**src/rtl/fifo_byte_serializer.sv**
```systemverilog
// Pops words from a synchronous FIFO and streams them out as byte_width beats, LS beat first.
// Beat 0 is valid two cycles after the pop; a stalled beat holds until out_ready, and the next pop rides the final handshake.
module fifo_byte_serializer #(
  parameter int data_width = 32,
  parameter int byte_width = 8
) (
  input  logic                  clk,
  input  logic                  reset_n,
  input  logic                  EN,
  input  logic                  fifo_empty,
  input  logic [data_width-1:0] fifo_data,
  output logic                  fifo_rd_en,
  output logic                  out_valid,
  input  logic                  out_ready,
  output logic [byte_width-1:0] out_data,
  output logic                  out_last,
  output logic                  busy,
  output logic [15:0]           word_count
);

  localparam int NB    = data_width / byte_width;
  localparam int IDX_W = (NB > 1) ? $clog2(NB) : 1;
  localparam logic [IDX_W-1:0] LAST_IDX = IDX_W'(NB - 1);

  typedef enum logic [1:0] {
    IDLE,
    LOAD,
    SEND
  } state_t;

  state_t                state_q, state_d;
  logic [data_width-1:0] shreg_q, shreg_d;
  logic [IDX_W-1:0]      beat_idx_q, beat_idx_d;
  logic [IDX_W-1:0]      beat_nxt;
  logic                  out_valid_q, out_valid_d;
  logic [byte_width-1:0] out_data_q, out_data_d;
  logic                  out_last_q, out_last_d;
  logic                  busy_q, busy_d;
  logic [15:0]           word_count_q, word_count_d;
  logic                  hs;
  logic                  word_done;

  // Pop is gated by reset so a held reset with a non-empty FIFO never drains it.
  always_comb begin
    beat_nxt   = beat_idx_q + IDX_W'(1);
    hs         = out_valid_q && out_ready;
    word_done  = (state_q == SEND) && hs && (beat_idx_q == LAST_IDX);
    fifo_rd_en = reset_n && EN && !fifo_empty && ((state_q == IDLE) || word_done);
  end

  always_comb begin
    state_d      = state_q;
    shreg_d      = shreg_q;
    beat_idx_d   = beat_idx_q;
    out_valid_d  = out_valid_q;
    out_data_d   = out_data_q;
    out_last_d   = out_last_q;
    word_count_d = word_count_q;
    case (state_q)
      IDLE: begin
        out_valid_d = 1'b0;
        if (fifo_rd_en) begin
          state_d = LOAD;
        end
      end
      LOAD: begin
        shreg_d     = fifo_data;
        beat_idx_d  = '0;
        out_valid_d = 1'b1;
        out_data_d  = fifo_data[byte_width-1:0];
        out_last_d  = 1'b0;
        state_d     = SEND;
      end
      SEND: begin
        if (hs) begin
          if (beat_idx_q == LAST_IDX) begin
            word_count_d = word_count_q + 16'd1;
            out_valid_d  = 1'b0;
            out_last_d   = 1'b0;
            state_d      = fifo_rd_en ? LOAD : IDLE;
          end else begin
            beat_idx_d = beat_nxt;
            out_data_d = shreg_q[beat_nxt*byte_width +: byte_width];
            out_last_d = (beat_nxt == LAST_IDX);
          end
        end
      end
      default: begin
        state_d = IDLE;
      end
    endcase
    busy_d = (state_d != IDLE);
  end

  always_ff @(posedge clk) begin
    if (!reset_n) begin
      state_q      <= IDLE;
      shreg_q      <= '0;
      beat_idx_q   <= '0;
      out_valid_q  <= 1'b0;
      out_data_q   <= '0;
      out_last_q   <= 1'b0;
      busy_q       <= 1'b0;
      word_count_q <= '0;
    end else begin
      state_q      <= state_d;
      shreg_q      <= shreg_d;
      beat_idx_q   <= beat_idx_d;
      out_valid_q  <= out_valid_d;
      out_data_q   <= out_data_d;
      out_last_q   <= out_last_d;
      busy_q       <= busy_d;
      word_count_q <= word_count_d;
    end
  end

  assign out_valid  = out_valid_q;
  assign out_data   = out_data_q;
  assign out_last   = out_last_q;
  assign busy       = busy_q;
  assign word_count = word_count_q;

endmodule
```
**config.mk**
```make
export PLATFORM = sky130hd
export DESIGN_NAME = fifo_byte_serializer
export DESIGN_NICKNAME = d
export VERILOG_FILES = /design/src/rtl/fifo_byte_serializer.sv
export SDC_FILE = /design/constraint.sdc
export NUM_CORES = 1
export LEC_CHECK = 0
export BUFFER_PORTS_ARGS = -buffer_cell sky130_fd_sc_hd__buf_2
export CAP_MARGIN = 25
export CELL_PAD_IN_SITES_DETAIL_PLACEMENT = 0
export CELL_PAD_IN_SITES_GLOBAL_PLACEMENT = 2
export CORE_MARGIN = 2
export CORE_UTILIZATION = 34
export CTS_CLUSTER_DIAMETER = 120
export DETAILED_ROUTE_END_ITERATION = 10
export PLACE_DENSITY = 0.88
export SETUP_SLACK_MARGIN = 0.02
export SYNTH_ARGS = -nofsm -noshare
export SYNTH_HDL_FRONTEND = slang
export SYNTH_SLANG_ARGS = --single-unit
```
**constraint.sdc**
```tcl
create_clock -name clk -period 4.1 [get_ports clk]
set_input_delay 0.41 -clock clk [delete_from_list [all_inputs] [get_ports clk]]
set_output_delay 0.41 -clock clk [all_outputs]
set_load 0.02 [all_outputs]
```
==> results of run 1 <==
## through the flow
stage	hold WS (ps)	area [sq um]	total power [mW]
global placement	449	3270	0.750
finish	320	3430	1.20
global route	303	3430	1.26
CTS	314	3430	1.21
floorplan	440	2910	0.712
detailed placement	456	3270	0.751
## registers in the layout, summed over array words and instances, names as in the netlist
name,cells
shreg_q,32
state_q,2
out_last,1
word_count,16
out_data,8
beat_idx_q,2
out_valid,1
busy,1
## critical path: cells and delay by family, from the launching register on
family / cells / cell delay [ps]
DFF: 1 / 530
and+or+nand+nor: 2 / 480
adders and majority gates: 1 / 390
AOI/OAI and AO/OA: 1 / 280
buffers and inverters: 1 / 160
## cells in the final DEF (no fill, tap or decap), types with 2 or more instances in the layout
master	n
nand2_1	75
buf_2	64
dfxtp_1	63
a21boi_0	34
nor3_1	14
o21ai_0	13
mux2i_1	12
a21oi_1	11
and2_1	11
xor2_1	10
clkbuf_8	10
mux2_2	8
a221oi_1	8
nand2b_1	7
inv_1	5
nand4_1	4
nand3_1	4
nor2_1	3
nor4_1	3
ha_1	3
clkinv_2	3
buf_4	3
and4b_1	2
or3_1	2
o21a_1	2
## synthesized netlist by cell type
| library cell | number | area share, % |
|---|---|---|
| a21boi_0 | 34 | 8.8 |
| a21boi_1 | 1 | 0.26 |
| a21oi_1 | 11 | 1.9 |
| a221oi_1 | 8 | 2.4 |
| a311oi_1 | 1 | 0.30 |
| and2_1 | 11 | 2.4 |
| and3_1 | 1 | 0.22 |
| and4_1 | 1 | 0.30 |
| and4b_1 | 2 | 0.69 |
| buf_2 | 10 | 1.7 |
| buf_6 | 2 | 0.77 |
| clkbuf_1 | 12 | 1.5 |
| dfxtp_1 | 63 | 43 |
| ha_1 | 3 | 1.3 |
| inv_1 | 5 | 0.65 |
| mux2_2 | 8 | 3.1 |
| mux2i_1 | 12 | 4.1 |
| nand2_1 | 75 | 9.7 |
| nand2b_1 | 7 | 1.5 |
| nand3_1 | 4 | 0.69 |
| nand3_2 | 1 | 0.34 |
| nand4_1 | 4 | 0.86 |
| nand4b_1 | 1 | 0.30 |
| nand4b_4 | 1 | 0.82 |
| nor2_1 | 3 | 0.39 |
| nor2_2 | 1 | 0.22 |
| nor2b_1 | 2 | 0.43 |
| nor3_1 | 14 | 2.4 |
| nor4_1 | 3 | 0.65 |
| nor4_2 | 1 | 0.43 |
| nor4_4 | 1 | 0.73 |
| o211ai_1 | 1 | 0.26 |
| o21a_1 | 2 | 0.52 |
| o21ai_0 | 13 | 2.2 |
| o21ai_2 | 1 | 0.30 |
| or3_1 | 2 | 0.43 |
| xor2_1 | 10 | 3.0 |
## metal layers
metal,part of all wire (%),vias up,global-route usage (%)
li1,-,1259,-
met1,49,1107,19.8
met2,45,52,24.1
met3,5.5,7,5.43
met4,0.96,0,4.93
met5,0,-,0
## layout make-up
class | instances | area, sq um
timing repair buffer | 67 | 343
sequential | 63 | 1260
inverter | 5 | 18.8
multi-input combinational | 240 | 1510
fill | 866 | 4830
tap | 105 | 131
clock inverter | 4 | 22.5
clock buffer | 11 | 141
## kinds of logic (layout without fill, tap and decap cells)
logic type / count (synthesis) / count (layout)
flip-flops: 63 / 63
multiplexers: 20 / 20
adder cells (fa/ha/maj): 3 / 3
buffers and inverters: 29 / 87
AO/OA/AOI/OAI: 72 / 72
AND/OR/NAND/NOR: 135 / 135
XOR/XNOR: 10 / 10
## final timing paths
check             cells past startpoint     startpoint     endpoint
setup / recovery                      5  beat_idx_q[0]   fifo_rd_en
hold / removal                        3  fifo_data[18]  shreg_q[18]
setup reg to reg                      5  beat_idx_q[0]  out_data[3]
hold reg to reg                       2    shreg_q[13]  shreg_q[13]
## power by group
| group | total [mW] | internal [mW] | switching (mW) | leakage [nW] |
|---|---|---|---|---|
| Sequential | 0.641 | 0.629 | 0.0121 | 0.511 |
| Combinational | 0.0946 | 0.0414 | 0.0533 | 0.901 |
| Clock | 0.464 | 0.229 | 0.235 | 0.0850 |
==> results.sh, run 1 <==
export IMPL_status="finished clean"
export IMPL_tns_ps=0
export IMPL_cts_root_buf="clkbuf_8"
export IMPL_clock_fmax_ghz=0.388
export IMPL_crit_type="flop to primary output"
export IMPL_cts_buffers=9
export IMPL_yosys_mux_area_fraction_pct=7.23
export IMPL_start_util_pct=35.2
export IMPL_yosys_area_share_simple_pct=23.5
export IMPL_synth_top_family_by_area="simple AND/OR/NAND/NOR gates"
export IMPL_leakage_nw=1.50
export IMPL_path_clk_slew_ps=70
export IMPL_worstPathRequired_ps=3690
export IMPL_cts_buffer_depth=2
export IMPL_rrSetupSlack_ps=1650
export IMPL_syn_nets=372
export IMPL_final_setup_skew_ps=9.51
export IMPL_worst_path_max_delay_cell="dfxtp_1"
export IMPL_syn_avg_cell_area_sq_um=8.76
export IMPL_synth_adder_area_share_pct=1.29
export IMPL_final_cell_count_no_fill=495
export IMPL_vias=2425
export IMPL_synth_cells=332
export IMPL_place_ws_ps=1650
export IMPL_core_area_sq_mm=0.00826
export IMPL_grt_pass1_vias=2297
export IMPL_clock_sinks=63
export IMPL_clk_latency_ps=340
export IMPL_syn_area_sq_mm=0.00291
export IMPL_drc=0
export IMPL_path_cells="ha_1, nand3_2, a21oi_1, and4b_1, buf_2"
export IMPL_postCtsHoldBufs=0
export IMPL_fp_row_count=33
export IMPL_area_growth_pct=18.0
export IMPL_antenna_found_initial=0
export IMPL_nNetsFinal=426
export IMPL_grt_max_degree=69
export IMPL_drv_slew=0
export IMPL_synth_compound_gate_area_share_pct=17.0
export IMPL_final_hold_violation_count=0
export IMPL_dp_cells=480
export IMPL_finalCritPeriodShare_pct=62.8
export IMPL_viasPerCell=4.90
export IMPL_ir_drop_mv=0.112
export IMPL_worst_pin_slew_ps=800
export IMPL_setup_viol=0
export IMPL_setup_worst_path_end_class="primary output"
export IMPL_track_usage_pct=15.4
export IMPL_period_minus_slack_ps=2580
export IMPL_hp_class="primary input to flop"
export IMPL_grt_first_pass_wirelength_mm=11.0
export IMPL_slowest_delay_ps=530
export IMPL_htree_levels=3
export IMPL_ys_seq_elements=63
export IMPL_port_buffers=64
export IMPL_ys_warnings_count=0
export IMPL_die_height_um=96.5
export IMPL_die_area_sq_mm=0.00931
export IMPL_crit_arrival_ps=2170
export IMPL_synth_xor_area_share_pct=3.01
export IMPL_final_core_util_pct=41.5
export IMPL_dr_pass1_iters=4
export IMPL_cts_resized=0
export IMPL_ant_nets=0
export IMPL_wl_mm=6.68
export IMPL_hpwl_mm=4.48
export IMPL_start_kind="flop"
export IMPL_synth_cell_types=37
export IMPL_grt_overflow=0
export IMPL_crit_path_max_fanout=11
export IMPL_yosysSeqAreaShare_pct=43.4
export IMPL_cts_setup_buffers=0
export IMPL_num_antenna_cells=0
export IMPL_drive_above_1_share_pct=24.6
export IMPL_cellPowerDensity_mw_per_mm2=350
export IMPL_worst_slack_ps=1520
export IMPL_cts_tree="done"
export IMPL_drv_cap=0
export IMPL_max_slew_margin_rel_pct=46.7
export IMPL_ioPinCount=65
export IMPL_drt_initial_drc_count=65
export IMPL_routabilityCongestion=0.770
export IMPL_die_w_um=96.5
export IMPL_rsz0062_at_grt="no"
export IMPL_wl_per_cell_um=13.5
Note: power is estimated with default switching activity, not from simulation.
==> run 2, diff against run 1 <==
Settings changed: CORE_UTILIZATION 34 to 29, PLACE_DENSITY 0.88 to 0.8.
Clock period 4.1 ns to 2.1 ns, I/O delays scaled along.
==> results.sh, run 2 (synthesis results as in run 1) <==
export IMPL_total_power_mw=2.39
export IMPL_drv_slew=0
export IMPL_crit_path_max_fanout=10
export IMPL_die_height_um=104
export IMPL_hpwl_mm=5.00
export IMPL_tns_ps=0
export IMPL_dr_pass1_iters=4
export IMPL_cellPowerDensity_mw_per_mm2=671
export IMPL_max_slew_margin_rel_pct=62.3
export IMPL_multi_input_area_sq_mm=0.00154
export IMPL_grt_max_degree=67
export IMPL_largest_register_ffs=32
export IMPL_clock_sinks=63
export IMPL_drv_cap=0
export IMPL_regMostFlops="shreg_q"
export IMPL_crit_arrival_ps=1750
export IMPL_final_seq_area_sq_mm=0.00126
export IMPL_path_clk_slew_ps=70
export IMPL_ant_nets=0
export IMPL_cts_buffer_depth=2
export IMPL_drc=0
export IMPL_nFillCells=1068
export IMPL_drt_initial_drc_count=123
export IMPL_wl_mm=7.21
export IMPL_core_area_sq_mm=0.00977
export IMPL_postCtsHoldBufs=0
export IMPL_vias=2455
export IMPL_rsz0062_at_grt="no"
export IMPL_cts_tree="done"
export IMPL_hp_class="primary input to flop"
export IMPL_ir_drop_mv=0.267
export IMPL_start_kind="flop"
export IMPL_ioPinCount=65
export IMPL_fp_row_count=36
export IMPL_die_w_um=104
export IMPL_rrSetupSlack_ps=210
export IMPL_status="finished clean"
export IMPL_htree_levels=3
export IMPL_final_setup_skew_ps=7.82
export IMPL_final_hold_violation_count=0
export IMPL_port_buffers=64
export IMPL_crit_type="flop to primary output"
export IMPL_drive_above_1_share_pct=26.4
export IMPL_antenna_found_initial=0
export IMPL_worst_pin_slew_ps=566
export IMPL_area_growth_pct=22.4
export IMPL_die_area_sq_mm=0.0108
export IMPL_cts_root_buf="clkbuf_8"
export IMPL_clock_fmax_ghz=0.511
export IMPL_cts_setup_buffers=0
export IMPL_routabilityCongestion=0.782
export IMPL_cts_buffers=9
export IMPL_start_util_pct=29.7
export IMPL_track_usage_pct=13.8
export IMPL_worstPathRequired_ps=1890
export IMPL_setup_worst_path_end_class="primary output"
export IMPL_grt_overflow=0
export IMPL_grt_pass1_vias=2380
export IMPL_setup_viol=0
export IMPL_nNetsFinal=432
export IMPL_clk_latency_ps=340
export IMPL_final_cell_mix="nand2_1, buf_2, dfxtp_1"
export IMPL_leakage_nw=1.53
export IMPL_num_antenna_cells=0
export IMPL_period_minus_slack_ps=1960
export IMPL_grt_first_pass_wirelength_mm=12.0
export IMPL_viasPerCell=4.63
export IMPL_wl_per_cell_um=13.6
export IMPL_finalCritPeriodShare_pct=93.2
export IMPL_final_common_cell="nand2_1"
-- run 2: path summary, 6_finish.rpt --
kind,startpoint,endpoint,depth (start not counted)
worst min-delay path,fifo_data[19],shreg_q[19],3
worst max-delay path,beat_idx_q[0],fifo_rd_en,6
worst min register to register,shreg_q[6],shreg_q[6],2
worst max register to register,beat_idx_q[0],out_data[5],6
-- run 2: per-stage QoR --
| stage | hold slack (ps) | instances | util (%) | instance area [sq um] | setup WS [ps] |
|---|---|---|---|---|---|
| floorplan | 355 | 332 | - | 2910 | 34.7 |
| global placement | 450 | 514 | 34.4 | 3360 | 183 |
| detailed placement | 455 | 514 | 34.4 | 3360 | 127 |
| CTS | 96.9 | 530 | 36.3 | 3550 | 30.9 |
| global route | 105 | 530 | 36.4 | 3560 | 23.1 |
| finish | 108 | 530 | 36.4 | 3560 | 143 |
-- run 2: critical path: stages, from the launching register on --
cell and delay [ps]:
dfxtp_1 330, buf_4 180, ha_4 200, nand3_4 140, a21oi_2 210, and4b_1 190, buf_2 160
-- run 2: cell type report --
| cell class | count | share of cell area (%) |
|---|---|---|
| clock buffer | 11 | 3.97 |
| inverter | 5 | 0.527 |
| sequential | 63 | 35.4 |
| clock inverter | 5 | 0.949 |
| timing repair buffer | 73 | 11.3 |
| tap | 133 | 4.68 |
| multi-input combinational | 240 | 43.2 |
-- run 2: power breakdown --
part | leakage, nW | total (mW) | switching (mW) | internal, mW
combinational | 0.933 | 0.193 | 0.108 | 0.0849
clock | 0.0853 | 0.942 | 0.484 | 0.458
sequential | 0.511 | 1.25 | 0.0246 | 1.23
total | 1.53 | 2.39 | 0.617 | 1.77
-- run 2: routing by layer --
layer  share of wire, %  global-route usage [%]  up-vias  routed length [um]
li1                   -                       -     1263                   -
met1                 49                    17.5     1123                3520
met2                 46                    22.3       60                3290
met3                4.6                    4.95        9                 333
met4               0.90                    3.38        0                  65
met5                  0                       0        -                   0
-- run 2: timing repair --
| action | 4_1_cts | 5_1_grt |
|---|---|---|
| setup endpoints to repair | 1 | 2 |
| resized for setup | 3 | 1 |
| cloned | 0 | 0 |
==> run 3, diff against run 2 <==
Settings changed: PLACE_DENSITY 0.8 to unset, PLACE_DENSITY_LB_ADDON set to 0.1.
==> results.sh, run 3 (synthesis results as in run 1) <==
export IMPL_total_power_mw=2.60
export IMPL_cts_tree="done"
export IMPL_worstHoldPathCells=3
export IMPL_largest_register_ffs=32
export IMPL_crit_path_max_fanout=6
export IMPL_final_cell_mix="nand2_1, buf_2, dfxtp_1"
export IMPL_hpwl_mm=4.95
export IMPL_vias=2455
export IMPL_clock_sinks=63
export IMPL_start_util_pct=29.7
export IMPL_drc=0
export IMPL_dr_pass1_iters=4
export IMPL_max_slew_margin_rel_pct=72.4
export IMPL_finalCritPeriodShare_pct=90.1
export IMPL_wl_per_cell_um=13.7
export IMPL_multi_input_area_sq_mm=0.00152
export IMPL_antenna_found_initial=0
export IMPL_tns_ps=0
export IMPL_drt_initial_drc_count=57
export IMPL_nFillCells=1075
export IMPL_clk_latency_ps=330
export IMPL_crit_arrival_ps=1680
export IMPL_grt_max_degree=43
export IMPL_postCtsHoldBufs=0
export IMPL_cts_buffer_depth=2
export IMPL_start_kind="flop"
export IMPL_die_area_sq_mm=0.0108
export IMPL_final_setup_skew_ps=8.46
export IMPL_hp_class="primary input to flop"
export IMPL_cts_root_buf="clkbuf_8"
export IMPL_setup_worst_path_end_class="primary output"
export IMPL_routabilityCongestion=0.749
export IMPL_place_area_sq_mm=0.00338
export IMPL_cts_buffers=9
export IMPL_area_growth_pct=23.6
export IMPL_ioPinCount=65
export IMPL_grt_overflow=0
export IMPL_htree_levels=3
export IMPL_port_buffers=64
export IMPL_leakage_nw=1.56
export IMPL_dp_cells=515
export IMPL_core_area_sq_mm=0.00977
export IMPL_wl_mm=7.24
export IMPL_regMostFlops="shreg_q"
export IMPL_period_minus_slack_ps=1890
export IMPL_worst_pin_slew_ps=414
export IMPL_track_usage_pct=14.3
export IMPL_drive_above_1_share_pct=26.2
export IMPL_grt_pass1_vias=2457
export IMPL_rsz0062_at_grt="no"
export IMPL_final_cell_count_no_fill=530
export IMPL_setup_viol=0
export IMPL_die_w_um=104
export IMPL_drv_slew=0
export IMPL_die_height_um=104
export IMPL_final_seq_area_sq_mm=0.00126
export IMPL_nNetsFinal=433
export IMPL_clock_fmax_ghz=0.529
export IMPL_ir_drop_mv=0.338
export IMPL_final_common_cell="nand2_1"
export IMPL_hold_ws_ps=120
export IMPL_cellPowerDensity_mw_per_mm2=722
export IMPL_final_cell_area_sq_mm=0.00359
export IMPL_num_antenna_cells=0
export IMPL_reg2reg_depth=6
export IMPL_grt_first_pass_wirelength_mm=12.4
export IMPL_viasPerCell=4.63
export IMPL_worstPathRequired_ps=1890
export IMPL_status="finished clean"
export IMPL_final_hold_violation_count=0
export IMPL_ant_nets=0
export IMPL_fp_row_count=36
export IMPL_drv_cap=0
export IMPL_crit_type="flop to primary output"
export IMPL_path_clk_slew_ps=70
-- run 3: per-stage QoR --
| step | util (%) | setup WS, ps |
|---|---|---|
| 6_report | 36.8 | 208 |
| 5_1_grt | 36.8 | 50.9 |
| 4_1_cts | 36.7 | 82.5 |
| 3_5_place_dp | 34.6 | 251 |
| 3_3_place_gp | 34.6 | 356 |
| 2_1_floorplan | - | 34.7 |
-- run 3: power breakdown --
part	total [mW]	switching [mW]	internal, mW
Clock	1.15	0.456	0.691
Combinational	0.198	0.109	0.0887
Sequential	1.25	0.0230	1.23
Total	2.60	0.588	2.01
-- run 3: layout make-up --
class / count / share of cell area [%]
clock buffers: 11 / 3.93
clock inverters: 4 / 1.95
inverters: 5 / 0.522
multi-input cells: 240 / 42.2
flip-flops and latches: 63 / 35.1
well taps: 133 / 4.63
repair buffers: 74 / 11.7
-- run 3: per-layer routing --
layer / GRT usage [%] / up-vias / part of all wire, %
met5: 0 / - / 0
met3: 4.51 / 6 / 3.3
met2: 23.7 / 47 / 48
met4: 3.86 / 0 / 1.3
met1: 17.9 / 1130 / 47
li1: - / 1272 / -
-- run 3: critical path, cell delays in order (launching register included) --
cell and delay [ps]:
dfxtp_1 380, ha_2 280, nand3_2 100, a21oi_1 230, and4b_1 210, buf_2 160
-- run 3: final timing paths --
check	slack, ps	to	start
max	210	fifo_rd_en	beat_idx_q[1]
min	120	shreg_q[10]	fifo_data[10]
max reg2reg	300	out_data[1]	beat_idx_q[0]
min reg2reg	460	shreg_q[6]	shreg_q[6]
-- run 3: what timing repair did --
| item | CTS | global route |
|---|---|---|
| buffers inserted | 0 | 0 |
| resized for setup | 0 | 1 |
| endpoints found under the setup margin | 0 | 2 |
